`src/rtl/stack_alu_pkg.sv`:
```
// stack_alu_pkg: shared definitions for the stack_alu RPN front-end.
//   op_e     - opcode encoding presented on i_op
//   state_e  - handshake FSM states
//   ERR_*    - sticky error codes reported on o_err_code
package stack_alu_pkg;

    typedef enum logic [2:0] {
        OP_LIT  = 3'd0,
        OP_ADD  = 3'd1,
        OP_SUB  = 3'd2,
        OP_AND  = 3'd3,
        OP_XOR  = 3'd4,
        OP_DUP  = 3'd5,
        OP_DROP = 3'd6,
        OP_SWAP = 3'd7
    } op_e;

    typedef enum logic {
        ST_IDLE = 1'b0,
        ST_WAIT = 1'b1
    } state_e;

    localparam logic [1:0] ERR_NONE  = 2'b00;
    localparam logic [1:0] ERR_UNDER = 2'b01;
    localparam logic [1:0] ERR_OVER  = 2'b10;

endpackage

```
`src/rtl/stack_alu_op.sv`:
```
// stack_alu_op: combinational result of a pop-type operation.
//   i_op     - opcode latched at accept
//   i_nos    - next-on-stack, as returned by the stack
//   i_tos    - current top-of-stack register
//   o_result - new TOS; DROP and SWAP simply take NOS
module stack_alu_op
    import stack_alu_pkg::*;
#(
    parameter int WIDTH = 18
) (
    input  op_e              i_op,
    input  logic [WIDTH-1:0] i_nos,
    input  logic [WIDTH-1:0] i_tos,
    output logic [WIDTH-1:0] o_result
);

    always_comb begin
        o_result = i_nos;
        case (i_op)
            OP_ADD:  o_result = i_nos + i_tos;
            OP_SUB:  o_result = i_nos - i_tos;
            OP_AND:  o_result = i_nos & i_tos;
            OP_XOR:  o_result = i_nos ^ i_tos;
            default: o_result = i_nos;
        endcase
    end

endmodule

```
`src/rtl/stack_alu.sv`:
```
// stack_alu: Reverse-Polish ALU front-end for an external circular LIFO.
// TOS is held locally; deeper entries live in the stack block, which this
// module drives directly. Depth is tracked here so over/underflow are caught
// before they reach the stack.
//   i_clk, i_rst           - clock, synchronous active-high reset
//   i_valid/o_ready        - opcode handshake (i_op, i_imm)
//   o_tos, o_depth         - top-of-stack value and live entry count (0..CAP)
//   o_err, o_err_code      - sticky error flag and first error code
//   o_stk_push/pop/data    - strobes and write data to the stack
//   i_stk_data             - stack read data, valid the cycle after a pop
//
// state   | meaning
// IDLE    | ready for an opcode
// WAIT    | pop issued last cycle; consume i_stk_data this cycle
module stack_alu
    import stack_alu_pkg::*;
#(
    parameter int WIDTH      = 18,
    parameter int STACK_SIZE = 1
) (
    input  logic                  i_clk,
    input  logic                  i_rst,
    input  logic                  i_valid,
    output logic                  o_ready,
    input  logic [2:0]            i_op,
    input  logic [WIDTH-1:0]      i_imm,
    output logic [WIDTH-1:0]      o_tos,
    output logic [STACK_SIZE:0]   o_depth,
    output logic                  o_err,
    output logic [1:0]            o_err_code,
    output logic                  o_stk_push,
    output logic                  o_stk_pop,
    output logic [WIDTH-1:0]      o_stk_data,
    input  logic [WIDTH-1:0]      i_stk_data
);

    localparam int DW = STACK_SIZE + 1;
    localparam logic [DW-1:0] CAP = DW'(2**STACK_SIZE + 1);
    localparam logic [DW-1:0] ONE = DW'(1);
    localparam logic [DW-1:0] TWO = DW'(2);

    state_e             state_q, state_d;
    op_e                op_in, op_q;
    logic [WIDTH-1:0]   tos_q, result;
    logic [DW-1:0]      depth_q;
    logic               err_q;
    logic [1:0]         code_q;
    logic               accept, under, over, legal;

    assign op_in  = op_e'(i_op);
    assign accept = i_valid && (state_q == ST_IDLE);

    always_comb begin
        under = 1'b0;
        over  = 1'b0;
        case (op_in)
            OP_LIT:  over = (depth_q == CAP);
            OP_DUP: begin
                under = (depth_q == '0);
                over  = (depth_q == CAP);
            end
            OP_DROP: under = (depth_q == '0);
            default: under = (depth_q < TWO);
        endcase
    end

    assign legal = accept && !under && !over;

    always_ff @(posedge i_clk) begin
        if (i_rst) state_q <= ST_IDLE;
        else       state_q <= state_d;
    end

    always_comb begin
        state_d    = state_q;
        o_stk_push = 1'b0;
        o_stk_pop  = 1'b0;
        case (state_q)
            ST_IDLE: begin
                if (legal) begin
                    case (op_in)
                        OP_LIT:  o_stk_push = (depth_q != '0);
                        OP_DUP:  o_stk_push = 1'b1;
                        OP_DROP: o_stk_pop  = (depth_q >= TWO);
                        OP_SWAP: begin
                            o_stk_push = 1'b1;
                            o_stk_pop  = 1'b1;
                        end
                        default: o_stk_pop  = 1'b1;
                    endcase
                end
                if (o_stk_pop) state_d = ST_WAIT;
            end
            ST_WAIT: state_d = ST_IDLE;
            default: state_d = ST_IDLE;
        endcase
    end

    assign o_stk_data = o_stk_push ? tos_q : '0;

    stack_alu_op #(.WIDTH(WIDTH)) u_op (
        .i_op     (op_q),
        .i_nos    (i_stk_data),
        .i_tos    (tos_q),
        .o_result (result)
    );

    always_ff @(posedge i_clk) begin
        if (i_rst) begin
            tos_q   <= '0;
            depth_q <= '0;
            err_q   <= 1'b0;
            code_q  <= ERR_NONE;
            op_q    <= OP_LIT;
        end else if (state_q == ST_WAIT) begin
            tos_q <= result;
            if (op_q != OP_SWAP) depth_q <= depth_q - ONE;
        end else if (accept) begin
            if (under || over) begin
                err_q <= 1'b1;
                // first error wins; underflow outranks overflow
                if (code_q == ERR_NONE) code_q <= under ? ERR_UNDER : ERR_OVER;
            end else begin
                op_q <= op_in;
                case (op_in)
                    OP_LIT: begin
                        tos_q   <= i_imm;
                        depth_q <= depth_q + ONE;
                    end
                    OP_DUP: depth_q <= depth_q + ONE;
                    OP_DROP: begin
                        if (depth_q == ONE) begin
                            tos_q   <= '0;
                            depth_q <= '0;
                        end
                    end
                    default: ;
                endcase
            end
        end
    end

    assign o_ready    = (state_q == ST_IDLE);
    assign o_tos      = tos_q;
    assign o_depth    = depth_q;
    assign o_err      = err_q;
    assign o_err_code = code_q;

endmodule

```
`config.mk`:
```
export PLATFORM = sky130hd
export DESIGN_NAME = stack_alu
export DESIGN_NICKNAME = d
export VERILOG_FILES = /design/src/rtl/stack_alu_pkg.sv /design/src/rtl/stack_alu_op.sv /design/src/rtl/stack_alu.sv
export SDC_FILE = /design/constraint.sdc
export NUM_CORES = 1
export LEC_CHECK = 0
export CORE_MARGIN = 1
export CORE_UTILIZATION = 35
export CTS_BUF_LIST = sky130_fd_sc_hd__clkbuf_16
export DETAILED_ROUTE_END_ITERATION = 6
export HOLD_SLACK_MARGIN = 0.12
export SYNTH_ARGS = -nofsm -noshare
export SYNTH_HDL_FRONTEND = slang
export SYNTH_SLANG_ARGS = --single-unit
```
`constraint.sdc`:
```
create_clock -name i_clk -period 3.1 [get_ports i_clk]
set_input_delay 0.62 -clock i_clk [delete_from_list [all_inputs] [get_ports i_clk]]
set_output_delay 0.62 -clock i_clk [all_outputs]
set_load 0.02 [all_outputs]
```
-- Yosys cells after proc, flatten, opt, wreduce, memory -nomap -nowiden
Index checks and enable logic that the tools add are counted.
W data, S select, Z words.
- flip-flop bits (word level): 27
- logic and storage cells: 75
- bits of input ports: 42
- output and inout port bits: 44
- reductions and logical operators: 21
- equality and inequality tests: 13
- bitwise operators: 4
- order comparisons: 2
- add/sub/neg operators: 4
- multiplexer cells: 25
- operators with widths (operator ; number):
    $mux W18 ; 5
    $pmux W18 S4 ; 1
    $pmux W18 S2 ; 1
    $add A18 B18 Y18 ; 1
    $and A18 B18 Y18 ; 1
    $sub A18 B18 Y18 ; 1
    $xor A18 B18 Y18 ; 1
    $eq A3 B3 Y1 const B ; 4
    $mux W2 ; 6
    $pmux W1 S2 ; 4
    $reduce_and A4 Y1 ; 2
    $mux W1 ; 7
    $eq A3 B2 Y1 const B ; 2
    $ne A3 B3 Y1 const B ; 2
    $reduce_and A3 Y1 ; 2
    $reduce_bool A3 Y1 ; 2
    $reduce_or A2 Y1 ; 3
    $reduce_and A5 Y1 ; 1
    $logic_not A2 Y1 ; 2
    $pmux W2 S2 ; 1
    $reduce_bool A2 Y1 ; 2
    $eq A3 B1 Y1 const B ; 1
    $logic_and A1 B1 Y1 ; 3
    $logic_not A3 Y1 ; 1
    other kinds (11) ; 13

-- Longest topological paths before layout
- word-level depth: 10
- mapped depth: 15

-- Cells and area by module
Synthesis repeated with hierarchy kept, for this count alone.
- cell total of the unflattened synthesis: 518
- area, all modules: 3930.0 µm²
- modules (own cells, without submodules) (module ; area an instance (µm²) ; times used ; sequential area each (µm²) ; cells an instance):
    stack_alu_op ; 2243.4 ; 1 ; 0.0 ; 313
    stack_alu ; 1686.6 ; 1 ; 540.5 ; 205

-- Worst setup path before layout
OpenSTA, ideal clock, no wires.
- path kind: register to register
- from: reg tos_q[3] (netlist: o_tos[3])
- to: reg tos_q[15] (netlist: o_tos[15])
- arrival time: 3.073 ns
- path buffers: 2
- library setup time: 0.091 ns
- cell stages (with the launch flop): 16
- period minus slack after synthesis: 3.164 ns
- slack: -0.064 ns
- required time: 3.009 ns
- cell sequence: dfxtp_1 -> clkbuf_2 -> nor4_1 -> nor2b_1 -> a21oi_1 -> a21oi_1 -> xnor2_1 -> ha_1 -> buf_2 -> nand2_1 -> o221ai_1 -> o221a_2 -> a211oi_1 -> xnor2_1 -> nand2_1 -> a311oi_1
- cells in the longest elaborated chain, start to end: 3
- elaborated cells on any way between the ends: 4
- those cells by class: add/sub (2); mux (2)
- RTL lines (item ; RTL line ; RTL):
    start: declaration ; stack_alu.sv:44 ; logic [WIDTH-1:0] tos_q, result;
    start signal: assignment ; stack_alu.sv:116 ; tos_q <= result;
    start signal: assignment ; stack_alu.sv:127 ; tos_q <= i_imm;
    $sub A18 B18 Y18 or $add A18 B18 Y18 (tied branches) ; stack_alu_op.sv:21, stack_alu_op.sv:20 ;
    $pmux W18 S4 (*) ; stack_alu_op.sv:19 ; case (i_op)
    $mux W18 (*) ; stack_alu.sv:115 ; end else if (state_q == ST_WAIT) begin
Every way passes the cells marked *; elsewhere a longest branch is shown, timed or not.
A chain may end at the register's enable or synchronous reset.

-- Final worst setup path
- from: reg tos_q[5] (netlist: o_tos[5])
- to: reg tos_q[15] (netlist: o_tos[15])
The elaborated chain is that of the path after synthesis.

==> results by group <==
Clock network
  – Clock sink total: 27
  – CTS Buf Count: 3
  – H-tree Lvls: 1
  – CTS tree: yes
  – Bufs on Longest Clock Path: 2
  – Hold_buf cts: 0
  – Worst-path clk slew: around 80 ps
  – Worst-Skew Late Latency: 270 ps
  – Root Buffer: clkbuf_16

Floorplan
  – Die X: ~110 um
  – Total die area: between 0.01 and 0.015 sq mm
  – Core box area: ~0.010 sq mm
  – Die span in y: about 110 um
  – Initial core utilization: 0.3635
  – Num ports: between 80 and 90
  – # rows: 37

Routing
  – Via Count: ~4300
  – DRT antenna net count: 0
  – Total Wirelength: ~13000 um
  – DR WL/cell: 16.86 um
  – Remaining DRCs: 0
  – Drt pass-1 iters: 5
  – Via density: around 5.6
  – Starting DRC count in detailed routing: 195

Worst setup path
  – Critical path class: flip-flop to flip-flop
  – Critical path launch point: o_tos[5]
  – R2r setup slk: 90 ps
  – Arrival time at the worst endpoint: between 3000 and 4000 ps
  – FF-to-FF End: o_tos[15]
  – Crit path capture: o_tos[15]
  – Req. time, crit path: approximately 3300 ps
  – RR Startpoint: o_tos[5]
  – Startpoint types: flip-flop
  – Crit. End Element: flip-flop
  – Worst-path maximum fanout: 3
  – Reg2Reg Depth: 15

Global route
  – Total gr overflow: 0
  – Most Crowded Layer GR: met2
  – Number of global-route vias before repair: between 4000 and 5000
  – Antenna violations before repair: 0
  – Largest net degree at the start of global routing: 41
  – Global-route usage over all layers: 0.2244
  – Met1 usage: 0.2968
  – First-pass GRT wire length: around 20000 um
  – GR Util met2: 0.3894
  – Grt met3 use: 0.02636

Placed design
  – IO Port Bufs: 85
  – Cells after DPL: around 750
  – Dpl hpwl: about 9400 um
  – Final Wtd Congestion: between 0.9 and 1

Power
  – Leak: roughly 0.0023 uW
  – Power per Cell Area: approximately 440 mW/mm^2
  – Total power: ~2400 uW
  – Max IR drop VDD: roughly 0.00028 V

Yosys
  – Biggest area consumer among synthesized cells: dfxtp_1
  – Library cells used by synthesis: 75
  – Post-Syn Nets: approximately 570
  – Cells after synthesis: around 480
  – Yosys top cell area share: 0.1428
  – Ys async rst share: 0
  – Post-Syn Area: 0.003786 sq mm
  – Synth warn: 0
  – Avg Cell Area, Syn: between 7 and 8 sq um
  – Top_reg_cell synth: dfxtp_1
  – Post-synth EDFFs: 0
  – Seq cells post-synth: 27
  – Sequential share of the synthesized area: 0.1428
  – Main area contributors after synthesis: dfxtp_1 14%, ha_1 13%, xnor2_1 5.8%, a21oi_1 5.0%, nand2_1 4.5%

STA
  – Clock period minus worst slack: ~3000 ps
  – Max Clk Rate: 332.0 MHz
  – Final Hold Viols: 0
  – Final Slew Violations: 0
  – Worst slew pin tran: around 630 ps
  – Fin crit share: 0.9717
  – Skew final: between 4 and 5 ps
  – Setup violations, final: 0
  – Relative slew margins: 0.5824

Cells and area
  – Area grow syn2layout: 44.12%
  – Layout cell share with drive strength beyond 1: 0.2862
  – Nets: roughly 700
  – Final cell count without fillers: ~770
  – Fillers: between 1000 and 1500
  – # diodes: 0

Min path
  – Hold Crit Class: flip-flop to flip-flop

Flow run
  – Max cap viols: 0

Run status
  – Status: completed
[worst min-delay path by stage]
stage | from | endpoint | slack [ps] | depth (start not counted)
after floorplan | o_err_code[1] | o_err_code[1] | 540 | 2
after global placement | o_err | o_err | 460 | 2
after detailed placement | o_err | o_err | 460 | 2
after CTS | o_err_code[1] | o_err_code[1] | 490 | 2
after global routing | o_err_code[1] | o_err_code[1] | 530 | 2
final | o_err_code[1] | o_err_code[1] | 480 | 2
[cell usage in the layout, fill, tap and decap left out, types with 7 or more instances in the layout]
cell type / n
inv_1: 14
nor3_1: 9
clkdlybuf4s50_1: 62
a21o_1: 13
buf_4: 82
a222oi_1: 10
and2_4: 10
nand3_1: 7
and2_1: 11
ha_1: 38
nor2_1: 40
nor2b_1: 8
dfxtp_1: 23
a311oi_1: 7
o21ai_0: 14
a22o_1: 11
clkbuf_2: 19
a21oi_1: 32
a211oi_1: 12
mux2_2: 11
xnor2_1: 24
nand2_1: 44
o211ai_1: 7
[cell families (layout without fill, tap and decap cells)]
group | after synthesis | after routing | synth area share
AO/OA/AOI/OAI | 164 | 164 | 0.3252
AND/OR/NAND/NOR | 162 | 162 | 0.2211
buffers and inverters | 44 | 189 | 0.05750
adder cells (fa/ha/maj) | 42 | 42 | 0.1404
XOR/XNOR | 30 | 30 | 0.06940
flip-flops | 27 | 27 | 0.1428
multiplexers | 15 | 15 | 0.04362
[metal layers]
| layer | wire length, um | up-vias | share of wire |
|---|---|---|---|
| met2 | 6131 | 138 | 0.48 |
| met3 | 795 | 15 | 0.062 |
| li1 | - | 2105 | - |
| met1 | 5759 | 2037 | 0.45 |
| met4 | 211 | 0 | 0.016 |
| met5 | 0 | - | 0 |
[area by class of cell]
type,instances,area (sq um),area share
Clock buffer,3,75.07,0.01376
Sequential cell,27,545.5,0.09998
Clock inverter,1,7.507,0.001376
Timing Repair Buffer,170,1411,0.2587
Inverter,15,56.30,0.01032
Multi-Input combinational cell,413,3191,0.5847
Tap cell,136,170.2,0.03119
[what timing repair did]
item | in CTS | in global routing
pin swaps | 3 | 13
buffers inserted | 2 | 5
setup endpoints to repair | 22 | 29
resized for setup | 48 | 57
[where the power goes]
part | total, uW | internal (uW) | switching [uW]
registers | 395 | 370 | 25.2
logic | 1700 | 859 | 841
clock network | 315 | 176 | 139
[synth_stat cells (3+ instances only)]
| master | n |
|---|---|
| nor2b_1 | 10 |
| o211ai_1 | 7 |
| ha_1 | 40 |
| a311oi_1 | 7 |
| nor3_1 | 9 |
| and2_4 | 9 |
| a21o_1 | 13 |
| nand3_1 | 7 |
| a211oi_1 | 14 |
| a31oi_1 | 6 |
| or4_1 | 4 |
| a221oi_1 | 6 |
| nor2_1 | 42 |
| a222oi_1 | 10 |
| o21ai_0 | 16 |
| a21oi_1 | 38 |
| nand2_1 | 45 |
| xnor2_1 | 25 |
| buf_6 | 5 |
| xor2_1 | 5 |
| clkbuf_1 | 11 |
| nor3_2 | 3 |
| mux2_2 | 11 |
| a22o_1 | 11 |
| nand2b_1 | 3 |
| and2_1 | 13 |
| buf_2 | 11 |
| dfxtp_1 | 27 |
| mux2i_1 | 3 |
| inv_1 | 14 |
| a2bb2oi_1 | 5 |
| nor4_1 | 4 |
[critical path, stage by stage, from the launching register on]
cell	delay [ps]
dfxtp_2	330
nor4_2	260
buf_4	170
nor2b_4	160
a21oi_2	80
a21oi_2	110
buf_4	140
xnor2_1	120
ha_1	300
buf_4	160
a21o_1	170
o221a_2	230
a211oi_2	200
xnor2_1	150
nand2_1	80
a311oi_1	250
[sequential cells by signal (all words and copies together) (netlist names)]
name	cells
o_err_code	2
o_depth	2
o_err	1
state_q	1
op_q	3
o_tos	18
[stage by stage]
step	worst slack (ps)	area (sq um)	TNS (ps)	util	hold slack (ps)
2_1_floorplan	2.925	3792	0	-	543.7
3_3_place_gp	-518.9	5250	-10120	0.5040	459.0
3_5_place_dp	-616.0	5250	-11910	0.5040	463.4
4_1_cts	0.1930	5371	0	0.5157	491.6
5_1_grt	-41.92	5456	-111.6	0.5238	530.2
6_report	87.60	5456	0	0.5238	483.4
No activity file was read; power rests on OpenSTA's default activity.
